===== config.mk =====
export PLATFORM = sky130hd
export DESIGN_NAME = viterbi_decode
export DESIGN_NICKNAME = d
export VERILOG_FILES = /design/src/rtl/viterbi_decode_pkg.sv /design/src/rtl/viterbi_decode_acs.sv /design/src/rtl/viterbi_decode.sv
export SDC_FILE = /design/constraint.sdc
export NUM_CORES = 1
export LEC_CHECK = 0
export ABC_AREA = 1
export CAP_MARGIN = 15
export CORE_UTILIZATION = 65
export DETAILED_ROUTE_END_ITERATION = 7
export GPL_ROUTABILITY_DRIVEN = 0
export HOLD_SLACK_MARGIN = 0.15
export PLACE_DENSITY_LB_ADDON = 0.2
export SLEW_MARGIN = 20
export SYNTH_ARGS = -nofsm -noshare
export SYNTH_HDL_FRONTEND = slang
export SYNTH_SLANG_ARGS = --single-unit

===== constraint.sdc =====
create_clock -name clk_sig -period 13.75 [get_ports clk_sig]
set_input_delay 2.75 -clock clk_sig [delete_from_list [all_inputs] [get_ports clk_sig]]
set_output_delay 2.75 -clock clk_sig [all_outputs]
set_load 0.03 [all_outputs]

===== src/rtl/viterbi_decode_pkg.sv =====
// Shared definitions for the K=3, rate-1/2 convolutional code (g1=7, g0=5)
// used by the Viterbi decoder and its add-compare-select units.
package viterbi_decode_pkg;

  localparam int         K          = 3;
  localparam int         NUM_STATES = 2 ** (K - 1);
  localparam logic [2:0] G1         = 3'b111;
  localparam logic [2:0] G0         = 3'b101;

  // Encoder output {c1,c0} for input u leaving state s={s1,s2}
  function automatic logic [1:0] conv_out(input logic u, input logic [1:0] s);
    logic [2:0] w_reg;
    w_reg = {u, s};
    return {^(w_reg & G1), ^(w_reg & G0)};
  endfunction

  // Hamming distance between two 2-bit symbols (0..2)
  function automatic logic [1:0] hamming2(input logic [1:0] a, input logic [1:0] b);
    logic [1:0] w_x;
    w_x = a ^ b;
    return {1'b0, w_x[1]} + {1'b0, w_x[0]};
  endfunction

endpackage


===== src/rtl/viterbi_decode_acs.sv =====
// Add-compare-select for one trellis state: adds a branch metric to each of
// the two predecessor metrics with saturation, keeps the smaller one.
// On a tie the predecessor with s2=0 (input 0) wins.
module viterbi_decode_acs #(
  parameter int PM_WIDTH = 6
) (
  input  logic [PM_WIDTH-1:0] i_pm0,
  input  logic [PM_WIDTH-1:0] i_pm1,
  input  logic [1:0]          i_bm0,
  input  logic [1:0]          i_bm1,
  output logic [PM_WIDTH-1:0] o_pm,
  output logic                o_dec
);

  localparam logic [PM_WIDTH:0]   SAT_EXT = {1'b0, {PM_WIDTH{1'b1}}};
  localparam logic [PM_WIDTH-1:0] SAT     = {PM_WIDTH{1'b1}};

  logic [PM_WIDTH:0]   w_sum0;
  logic [PM_WIDTH:0]   w_sum1;
  logic [PM_WIDTH-1:0] w_c0;
  logic [PM_WIDTH-1:0] w_c1;

  // Saturating candidate metrics and strict-less-than selection
  always_comb begin
    w_sum0 = {1'b0, i_pm0} + {{(PM_WIDTH-1){1'b0}}, i_bm0};
    w_sum1 = {1'b0, i_pm1} + {{(PM_WIDTH-1){1'b0}}, i_bm1};
    if (w_sum0 > SAT_EXT) begin
      w_c0 = SAT;
    end else begin
      w_c0 = w_sum0[PM_WIDTH-1:0];
    end
    if (w_sum1 > SAT_EXT) begin
      w_c1 = SAT;
    end else begin
      w_c1 = w_sum1[PM_WIDTH-1:0];
    end
    o_dec = (w_c1 < w_c0);
    if (o_dec) begin
      o_pm = w_c1;
    end else begin
      o_pm = w_c0;
    end
  end

endmodule


===== src/rtl/viterbi_decode.sv =====
// Hard-decision Viterbi decoder, K=3 (g1=7, g0=5), register-exchange
// survivor memory of TB_DEPTH bits per state. Decoded bit k is presented
// one cycle after symbol k+TB_DEPTH-1 is accepted.
module viterbi_decode
  import viterbi_decode_pkg::*;
#(
  parameter int TB_DEPTH = 16,
  parameter int PM_WIDTH = 6
) (
  input  logic                clk_sig,
  input  logic                reset_sig,
  input  logic [1:0]          code_sig,
  input  logic                code_valid_sig,
  output logic                decode_sig,
  output logic                decode_valid_sig,
  output logic [PM_WIDTH-1:0] min_metric_sig
);

  localparam int                  CNT_W   = $clog2(TB_DEPTH + 1);
  localparam logic [CNT_W-1:0]    CNT_MAX = CNT_W'(TB_DEPTH);
  localparam logic [CNT_W-1:0]    CNT_ONE = CNT_W'(1);
  localparam logic [PM_WIDTH-1:0] PM_INIT = {1'b1, {(PM_WIDTH-1){1'b0}}};

  logic [PM_WIDTH-1:0] r_pm        [NUM_STATES];
  logic [TB_DEPTH-1:0] r_surv      [NUM_STATES];
  logic [CNT_W-1:0]    r_cnt;
  logic                r_decode;
  logic                r_decode_valid;
  logic [PM_WIDTH-1:0] r_min_metric;

  logic [1:0]          w_bm0       [NUM_STATES];
  logic [1:0]          w_bm1       [NUM_STATES];
  logic [PM_WIDTH-1:0] w_pm_acs    [NUM_STATES];
  logic                w_dec       [NUM_STATES];
  logic [PM_WIDTH-1:0] w_pm_norm   [NUM_STATES];
  logic [TB_DEPTH-1:0] w_surv_new  [NUM_STATES];
  logic [PM_WIDTH-1:0] w_min;
  logic [PM_WIDTH-1:0] w_min01;
  logic [PM_WIDTH-1:0] w_min23;
  logic [1:0]          w_best;
  logic [CNT_W-1:0]    w_cnt_next;

  // Branch metrics: state ns={u,a} is reached from {a,0} (bm0) and {a,1} (bm1)
  always_comb begin
    for (int i = 0; i < NUM_STATES; i++) begin
      w_bm0[i] = hamming2(code_sig, conv_out(i[1], {i[0], 1'b0}));
      w_bm1[i] = hamming2(code_sig, conv_out(i[1], {i[0], 1'b1}));
    end
  end

  for (genvar g = 0; g < NUM_STATES; g++) begin : g_acs
    viterbi_decode_acs #(
      .PM_WIDTH (PM_WIDTH)
    ) u_acs (
      .i_pm0 (r_pm[(g % 2) * 2]),
      .i_pm1 (r_pm[(g % 2) * 2 + 1]),
      .i_bm0 (w_bm0[g]),
      .i_bm1 (w_bm1[g]),
      .o_pm  (w_pm_acs[g]),
      .o_dec (w_dec[g])
    );
  end

  // Minimum of the new metrics and normalisation so the best path sits at 0
  always_comb begin
    w_min01 = (w_pm_acs[1] < w_pm_acs[0]) ? w_pm_acs[1] : w_pm_acs[0];
    w_min23 = (w_pm_acs[3] < w_pm_acs[2]) ? w_pm_acs[3] : w_pm_acs[2];
    w_min   = (w_min23 < w_min01) ? w_min23 : w_min01;
    for (int i = 0; i < NUM_STATES; i++) begin
      w_pm_norm[i] = w_pm_acs[i] - w_min;
    end
  end

  // Best state: lowest index whose normalised metric is zero
  always_comb begin
    w_best = 2'd0;
    for (int i = NUM_STATES - 1; i >= 0; i--) begin
      if (w_pm_norm[i] == {PM_WIDTH{1'b0}}) begin
        w_best = 2'(i);
      end else begin
        w_best = w_best;
      end
    end
  end

  // Register exchange: inherit the chosen predecessor's path, append u as LSB
  always_comb begin
    logic [TB_DEPTH-1:0] w_surv_sel;
    for (int i = 0; i < NUM_STATES; i++) begin
      if (w_dec[i]) begin
        w_surv_sel = r_surv[{i[0], 1'b1}];
      end else begin
        w_surv_sel = r_surv[{i[0], 1'b0}];
      end
      w_surv_new[i] = (w_surv_sel << 1) | {{(TB_DEPTH-1){1'b0}}, i[1]};
    end
  end

  // Accepted-symbol count, saturating at TB_DEPTH
  always_comb begin
    if (r_cnt == CNT_MAX) begin
      w_cnt_next = r_cnt;
    end else begin
      w_cnt_next = r_cnt + CNT_ONE;
    end
  end

  // Trellis state: metrics, survivors and counter advance only on accepted symbols
  always_ff @(posedge clk_sig or posedge reset_sig) begin
    if (reset_sig) begin
      for (int i = 0; i < NUM_STATES; i++) begin
        r_pm[i]   <= (i == 0) ? {PM_WIDTH{1'b0}} : PM_INIT;
        r_surv[i] <= {TB_DEPTH{1'b0}};
      end
      r_cnt <= {CNT_W{1'b0}};
    end else if (code_valid_sig) begin
      for (int i = 0; i < NUM_STATES; i++) begin
        r_pm[i]   <= w_pm_norm[i];
        r_surv[i] <= w_surv_new[i];
      end
      r_cnt <= w_cnt_next;
    end
  end

  // Output register: oldest bit of the best survivor, valid once the window is full
  always_ff @(posedge clk_sig or posedge reset_sig) begin
    if (reset_sig) begin
      r_decode       <= 1'b0;
      r_decode_valid <= 1'b0;
      r_min_metric   <= {PM_WIDTH{1'b0}};
    end else if (code_valid_sig) begin
      r_decode       <= w_surv_new[w_best][TB_DEPTH-1];
      r_decode_valid <= (w_cnt_next == CNT_MAX);
      r_min_metric   <= w_min;
    end else begin
      r_decode_valid <= 1'b0;
    end
  end

  assign decode_sig       = r_decode;
  assign decode_valid_sig = r_decode_valid;
  assign min_metric_sig   = r_min_metric;

endmodule

* Word-level counts from Yosys, hierarchy flattened
Cells that the tools add are included.
Widths: inputs -> output; s select.
** Storage, ports and cells
- Latch bits :: 0
- ROM bits :: 0
- Memory bits (writable) :: 0
- Memories :: 0
- Logic and storage cells :: 83
- Bits in registers :: 95
** Operators by class
- Reduce and logical (&&, ||, !) cells :: 4
- Order comparisons :: 16
- Equal/unequal tests :: 2
- Shifts and indexed selects :: 0
- Bitwise gates (word level) :: 4
- Multipliers :: 0
- Muxes and demuxes :: 28
- Div/mod/pow operators :: 0
- Add/sub/neg operators :: 17
** Operators by type and width (number)
- $mux 6 :: 15
- $mux 15 :: 4
- $add 6x2->7 :: 8
- $gt 7x6->1 const B :: 8
- $lt 6x6->1 :: 7
- $bmux 16 s2 :: 1
- $mux 16 :: 2
- $logic_not 6->1 :: 4
- $sub 6x6->6 :: 4
- $eq 5x5->1 const B :: 2
- $add 1x1->2 :: 4
- $mux 2 :: 4
- $add 5x1->5 const B :: 1
- $mux 5 :: 1
- $ge 3x3->1 const B :: 1
- $not 2->3 :: 1
- $not 1->1 :: 2
- $not 2->2 :: 1
- $mux 1 :: 1

* Depth between registers and ports, before layout
- Depth in word-level cells :: 21
- Mapped depth :: 61

* Modules after synthesis
From an unflattened synthesis, not the netlist that was laid out.
** Second synthesis, totals
- Cell total of the unflattened synthesis :: 1221
- Area, all modules :: 8251.7 um2
** Modules (own cells, without submodules)
- viterbi_decode :: cells each 831, sequential area each 2306.0 um2, instances 1, area each 5974.5 um2
- viterbi_decode_acs at g_acs[1].u_acs ... :: cells each 99, sequential area each 0.0 um2, instances 2, area each 565.5 um2
- viterbi_decode_acs at g_acs[3].u_acs :: cells each 97, sequential area each 0.0 um2, instances 1, area each 575.6 um2
- viterbi_decode_acs at g_acs[0].u_acs :: cells each 95, sequential area each 0.0 um2, instances 1, area each 570.5 um2

* Worst setup path before layout
No wires, ideal clock.
- Kind :: input to register
- From :: input port code_sig[0]
- To :: register r_decode (netlist: decode_sig)
- Data arrival time :: 8931 ps
- Stages on the path :: 49
- Data required time :: 13633 ps
- Setup slack :: 4702 ps
- Library setup time :: 117 ps
- Cell sequence :: inv_1 -> ha_1 -> ha_1 -> ha_1 -> inv_1 -> nand2_2 -> nand2_2 -> clkinv_1 -> or2_2 -> ha_1 -> nand2_1 -> nand2_1 -> nand2_1 -> nand3_1 -> nand3_2 -> nand2_2 -> clkbuf_1 -> nand2_1 -> [13 not listed] -> buf_8 -> o21ai_0 -> ha_1 -> inv_1 -> ha_1 -> inv_1 -> nand2_1 -> xor2_1 -> nor3_1 -> nand2_1 -> nor2_2 -> nand2_2 -> nand2_2 -> nand3_1 -> nand3_1 -> nand2_1 -> nand2_1 -> nand2_1
** Between the ends
- Word-level cells in the longest chain between the ends :: 21
** RTL lines
- start: declaration :: line viterbi_decode.sv:12 : input logic [1:0] code_sig,
- $not 1->1 (no source line) or $not 2->2 (tied branches)
- $add 1x1->2 :: line viterbi_decode_pkg.sv:21 : return {1'b0, w_x[1]} + {1'b0, w_x[0]};
- $add 6x2->7 (on tied branches) :: line viterbi_decode_acs.sv:25, viterbi_decode_acs.sv:26
- $gt 7x6->1 (on tied branches) :: line viterbi_decode_acs.sv:27, viterbi_decode_acs.sv:32
- $mux 6 (on tied branches) :: line viterbi_decode_acs.sv:27, viterbi_decode_acs.sv:32
- $lt 6x6->1 :: line viterbi_decode_acs.sv:37 : o_dec = (w_c1 < w_c0);
- $mux 6 :: line viterbi_decode_acs.sv:38 : if (o_dec) begin
- $lt 6x6->1 (on tied branches) :: line viterbi_decode.sv:67, viterbi_decode.sv:66
- [3 not listed]
- net w_min[0] :: line viterbi_decode.sv:37 : logic [PM_WIDTH-1:0] w_min;
- $sub 6x6->6 :: line viterbi_decode.sv:70 : w_pm_norm[i] = w_pm_acs[i] - w_min;
- $logic_not 6->1 :: line viterbi_decode.sv:78 : if (w_pm_norm[i] == {PM_WIDTH{1'b0}}) begin
- $mux 2 (3 in series) :: line viterbi_decode.sv:78
- $mux 2 (*) :: line viterbi_decode.sv:78
- $not 2->3 (implied by the code) (*) :: line viterbi_decode.sv:132 : r_decode <= w_surv_new[w_best][TB_DEPTH-1];
- $bmux 16 s2 (*) :: line viterbi_decode.sv:132
- $mux 16 (implied by the code) (*) (2 in series) :: line viterbi_decode.sv:132
- end signal: assignment :: line viterbi_decode.sv:132
- end: declaration :: line viterbi_decode.sv:27 : logic r_decode;
The timed path passes the listed nets; every way through them passes the cells marked *. The select of a mux whose other input is x is not followed.
A chain may end at the register's enable or synchronous reset.

* Final worst setup path
Ends and elaborated chain as after synthesis.

==> metrics.md <==
| Metric | Value |
|---|---|
| #FFs+latches synth | 92 |
| Critical Path Most Common Cell | inv_1 |
| Slew Viols, Final | 0 |
| R2R Setup Slk | around 5.5 ns |
| Routed WL per cell | 14.8 um |
| Share of the synthesized area in the top cell type | a little over a quarter |
| RR Startpoint | r_pm[13] |
| Initial antenna violation count | 0 |
| Post-synth EDFFs | 0 |
| Top post-synthesis cells by area | dfrtp_1, nand2_1, o21ai_0 |
| Fill count | between 1000 and 1500 |
| Largest net degree at the start of global routing | between 90 and 100 |
| Core area | 12200 um2 |
| Clock slew at reported path FFs | around 0.070 ns |
| CP Capture Type | register |
| GR Util All Layers | approximately 34% |
| CP startpoint kind | input port |
| Cts repair resizes | 0 |
| Setup Fix Bufs, Post-CTS | 0 |
| Worst slew pin tran | roughly 0.89 ns |
| Later-pin clock latency in the skew report | between 0.3 and 0.4 ns |
| Crit path kind | input port to register |
| Most numerous cell in the Yosys netlist | nand2_1 |
| First-pass GRT wire length | 35000 um |
| Share of cells above drive strength 1 | approximately 9.2% |
| Root Buffer | clkbuf_16 |
| Final WL | 21300 um |
| Mapped Nets | 1342 |
| Cell count of the worst reg-to-reg path | 50 |
| Starting density of the core | about two thirds |
| Max-cap violations | 0 |
| Syn Area/Cell | 6.41 um2 |
| Critical Path RT | between 10 and 15 ns |
| Synth top cells by count | nand2_1, o21ai_0, inv_1, nand3_1, dfrtp_1 |
| Synth unique cells | 44 |
| Worst R2R End | decode_sig |
| I/O pin count | 13 |
| Min Tclk post-route | roughly 11 ns |
| Antenna cells | 0 |
| Slowest cell on crit path | o21ai_0 |
| Ys async rst share | 100% |
| Grt ovf | 0 |
| Worst EP arrival | about 12 ns |
| # hold bufs at CTS | 0 |
| CTS Sinks | between 90 and 100 |
| Setup Skew | around 0.0073 ns |
| Setup TNS Final | 0 ns |
| DR vias | 8140 |
| Die H | ~110 um |
| Area delta synth->final | 6.00% |
| Final Cycle Share | between 80% and 90% |
| Prevailing post-synth register cell | dfrtp_1 |
| Hold Path Sink | r_surv[33] |
| Status | complete, no violations |
| CP Max Fanout | 23 |
| # DRC | 0 |
| DR pass1 iterations | 5 |
| Hold Path Depth | 2 |
| Yosys warnings | 0 |
| Number of setup violations in the final report | 0 |
| Number of port buffers | 12 |
| CTS buffer count | 9 |
| Relative slew slack | around two fifths |
| Synthesized area | just over 8000 um2 |
| Initial drt markers | between 700 and 800 |
| Row cnt | 40 |
| Max clock buf depth | 2 |
| Sequential area share after synthesis | between 20 and 30% |
| Synth Instances | 1281 |
| Leading area contributor after synthesis | dfrtp_1 |
| Hold Crit Start | r_surv[33] |
| DP HPWL | between 15000 and 20000 um |
| Avg Vias per Cell | between 5 and 6 |
| Critical Path Max Stage Delay | roughly 0.73 ns |
| CTS tree | yes |
| NumNets Final | between 1000 and 1500 |
| Die X | 114 um |
| Vias in the first global route | ~7400 |
| Max H-tree Level | 3 |
| Die ar. | 13100 um2 |
| Hold Path Class | register to register |
| Peak Freq | roughly 90 MHz |
| Final hold viol count | 0 |
| FF/Latch Area | 2310 um2 |
| DRT antenna net count | 0 |
| RSZ-0062 raised after global routing | false |
| Area of the multi-input gates | slightly above 5000 um2 |
[worst max-delay path: cells and delay by family]
family	cells	cell delay, ns
buf+inv	12	1.92
fa+ha+maj	8	2.35
simple gates	21	2.28
compound gates	6	2.12
xor+xnor	1	0.17
[cells in the final DEF (no fill, tap or decap), types with 4 or more instances in the layout]
| master | synthesis | layout |
|---|---|---|
| nand2_1 | 394 | 394 |
| o21ai_0 | 172 | 172 |
| inv_1 | 156 | 155 |
| nand3_1 | 102 | 102 |
| dfrtp_1 | 89 | 89 |
| nor2_1 | 77 | 77 |
| ha_1 | 56 | 56 |
| a21oi_1 | 43 | 43 |
| nand2_2 | 32 | 32 |
| nand3_2 | 15 | 15 |
| inv_2 | 13 | 14 |
| nand4_1 | 13 | 13 |
| xor2_1 | 12 | 12 |
| clkdlybuf4s50_1 | 0 | 11 |
| nor2_2 | 9 | 9 |
| clkbuf_16 | 0 | 9 |
| or2_2 | 8 | 8 |
| and2_1 | 8 | 8 |
| nand2_4 | 6 | 6 |
| clkinv_1 | 5 | 4 |
| nand3b_1 | 4 | 4 |
| inv_8 | 0 | 4 |
[cell type report]
cell class                      instances  area share, %
Multi-Input combinational cell        980           58.5
Clock buffer                            9           2.59
Tap cell                              168           2.41
Clock inverter                          7          0.891
Inverter                              174           7.53
Timing Repair Buffer                   15           1.58
Sequential cell                        92           26.5
[metal layers]
metal | GRT usage [%] | vias to the layer above | share of wire, %
li1 | - | 4106 | -
met1 | 46.8 | 3702 | 44
met2 | 54.8 | 284 | 46
met3 | 4.24 | 48 | 6.7
met4 | 15.2 | 0 | 3.6
met5 | 0 | - | 0
[worst max-delay path by stage]
| stage | from | end | slack [ns] | cells after the start |
|---|---|---|---|---|
| after CTS | code_sig[0] | decode_sig | 2.66 | 48 |
| after floorplan | code_sig[0] | decode_sig | 4.70 | 49 |
| after global routing | code_sig[0] | decode_sig | 1.70 | 54 |
| final | code_sig[0] | decode_sig | 2.46 | 48 |
| after detailed placement | code_sig[0] | decode_sig | 2.34 | 51 |
| after global placement | code_sig[0] | decode_sig | 2.67 | 53 |
[cell families after synthesis]
family	after synthesis	share of synthesized area, %
buffers and inverters	209	9.90
and+or+nand+nor	678	37.3
adders and majority gates	56	8.53
xor gates and xnor gates	15	1.60
AOI/OAI and AO/OA	231	14.6
DFF	92	28.1
[registers in the layout, indices dropped and copies added, names as in the netlist]
signal	cells
r_surv	55
r_pm	24
min_metric_sig	6
r_cnt	5
decode_sig	1
decode_valid_sig	1
[stage by stage]
step	instances	cell area (um2)	hold WS [ns]	util [%]	worst slack (ns)
after floorplan	1281	8210	0.437	-	4.70
after global placement	1429	8400	0.453	69.1	2.67
after detailed placement	1429	8400	0.468	69.1	2.34
after CTS	1445	8700	0.489	71.6	2.66
after global routing	1445	8700	0.507	71.6	1.70
final	1445	8700	0.483	71.6	2.46
Power is not shown: default switching activity piles up to over one toggle a cycle in this logic, so the estimate is an artifact.
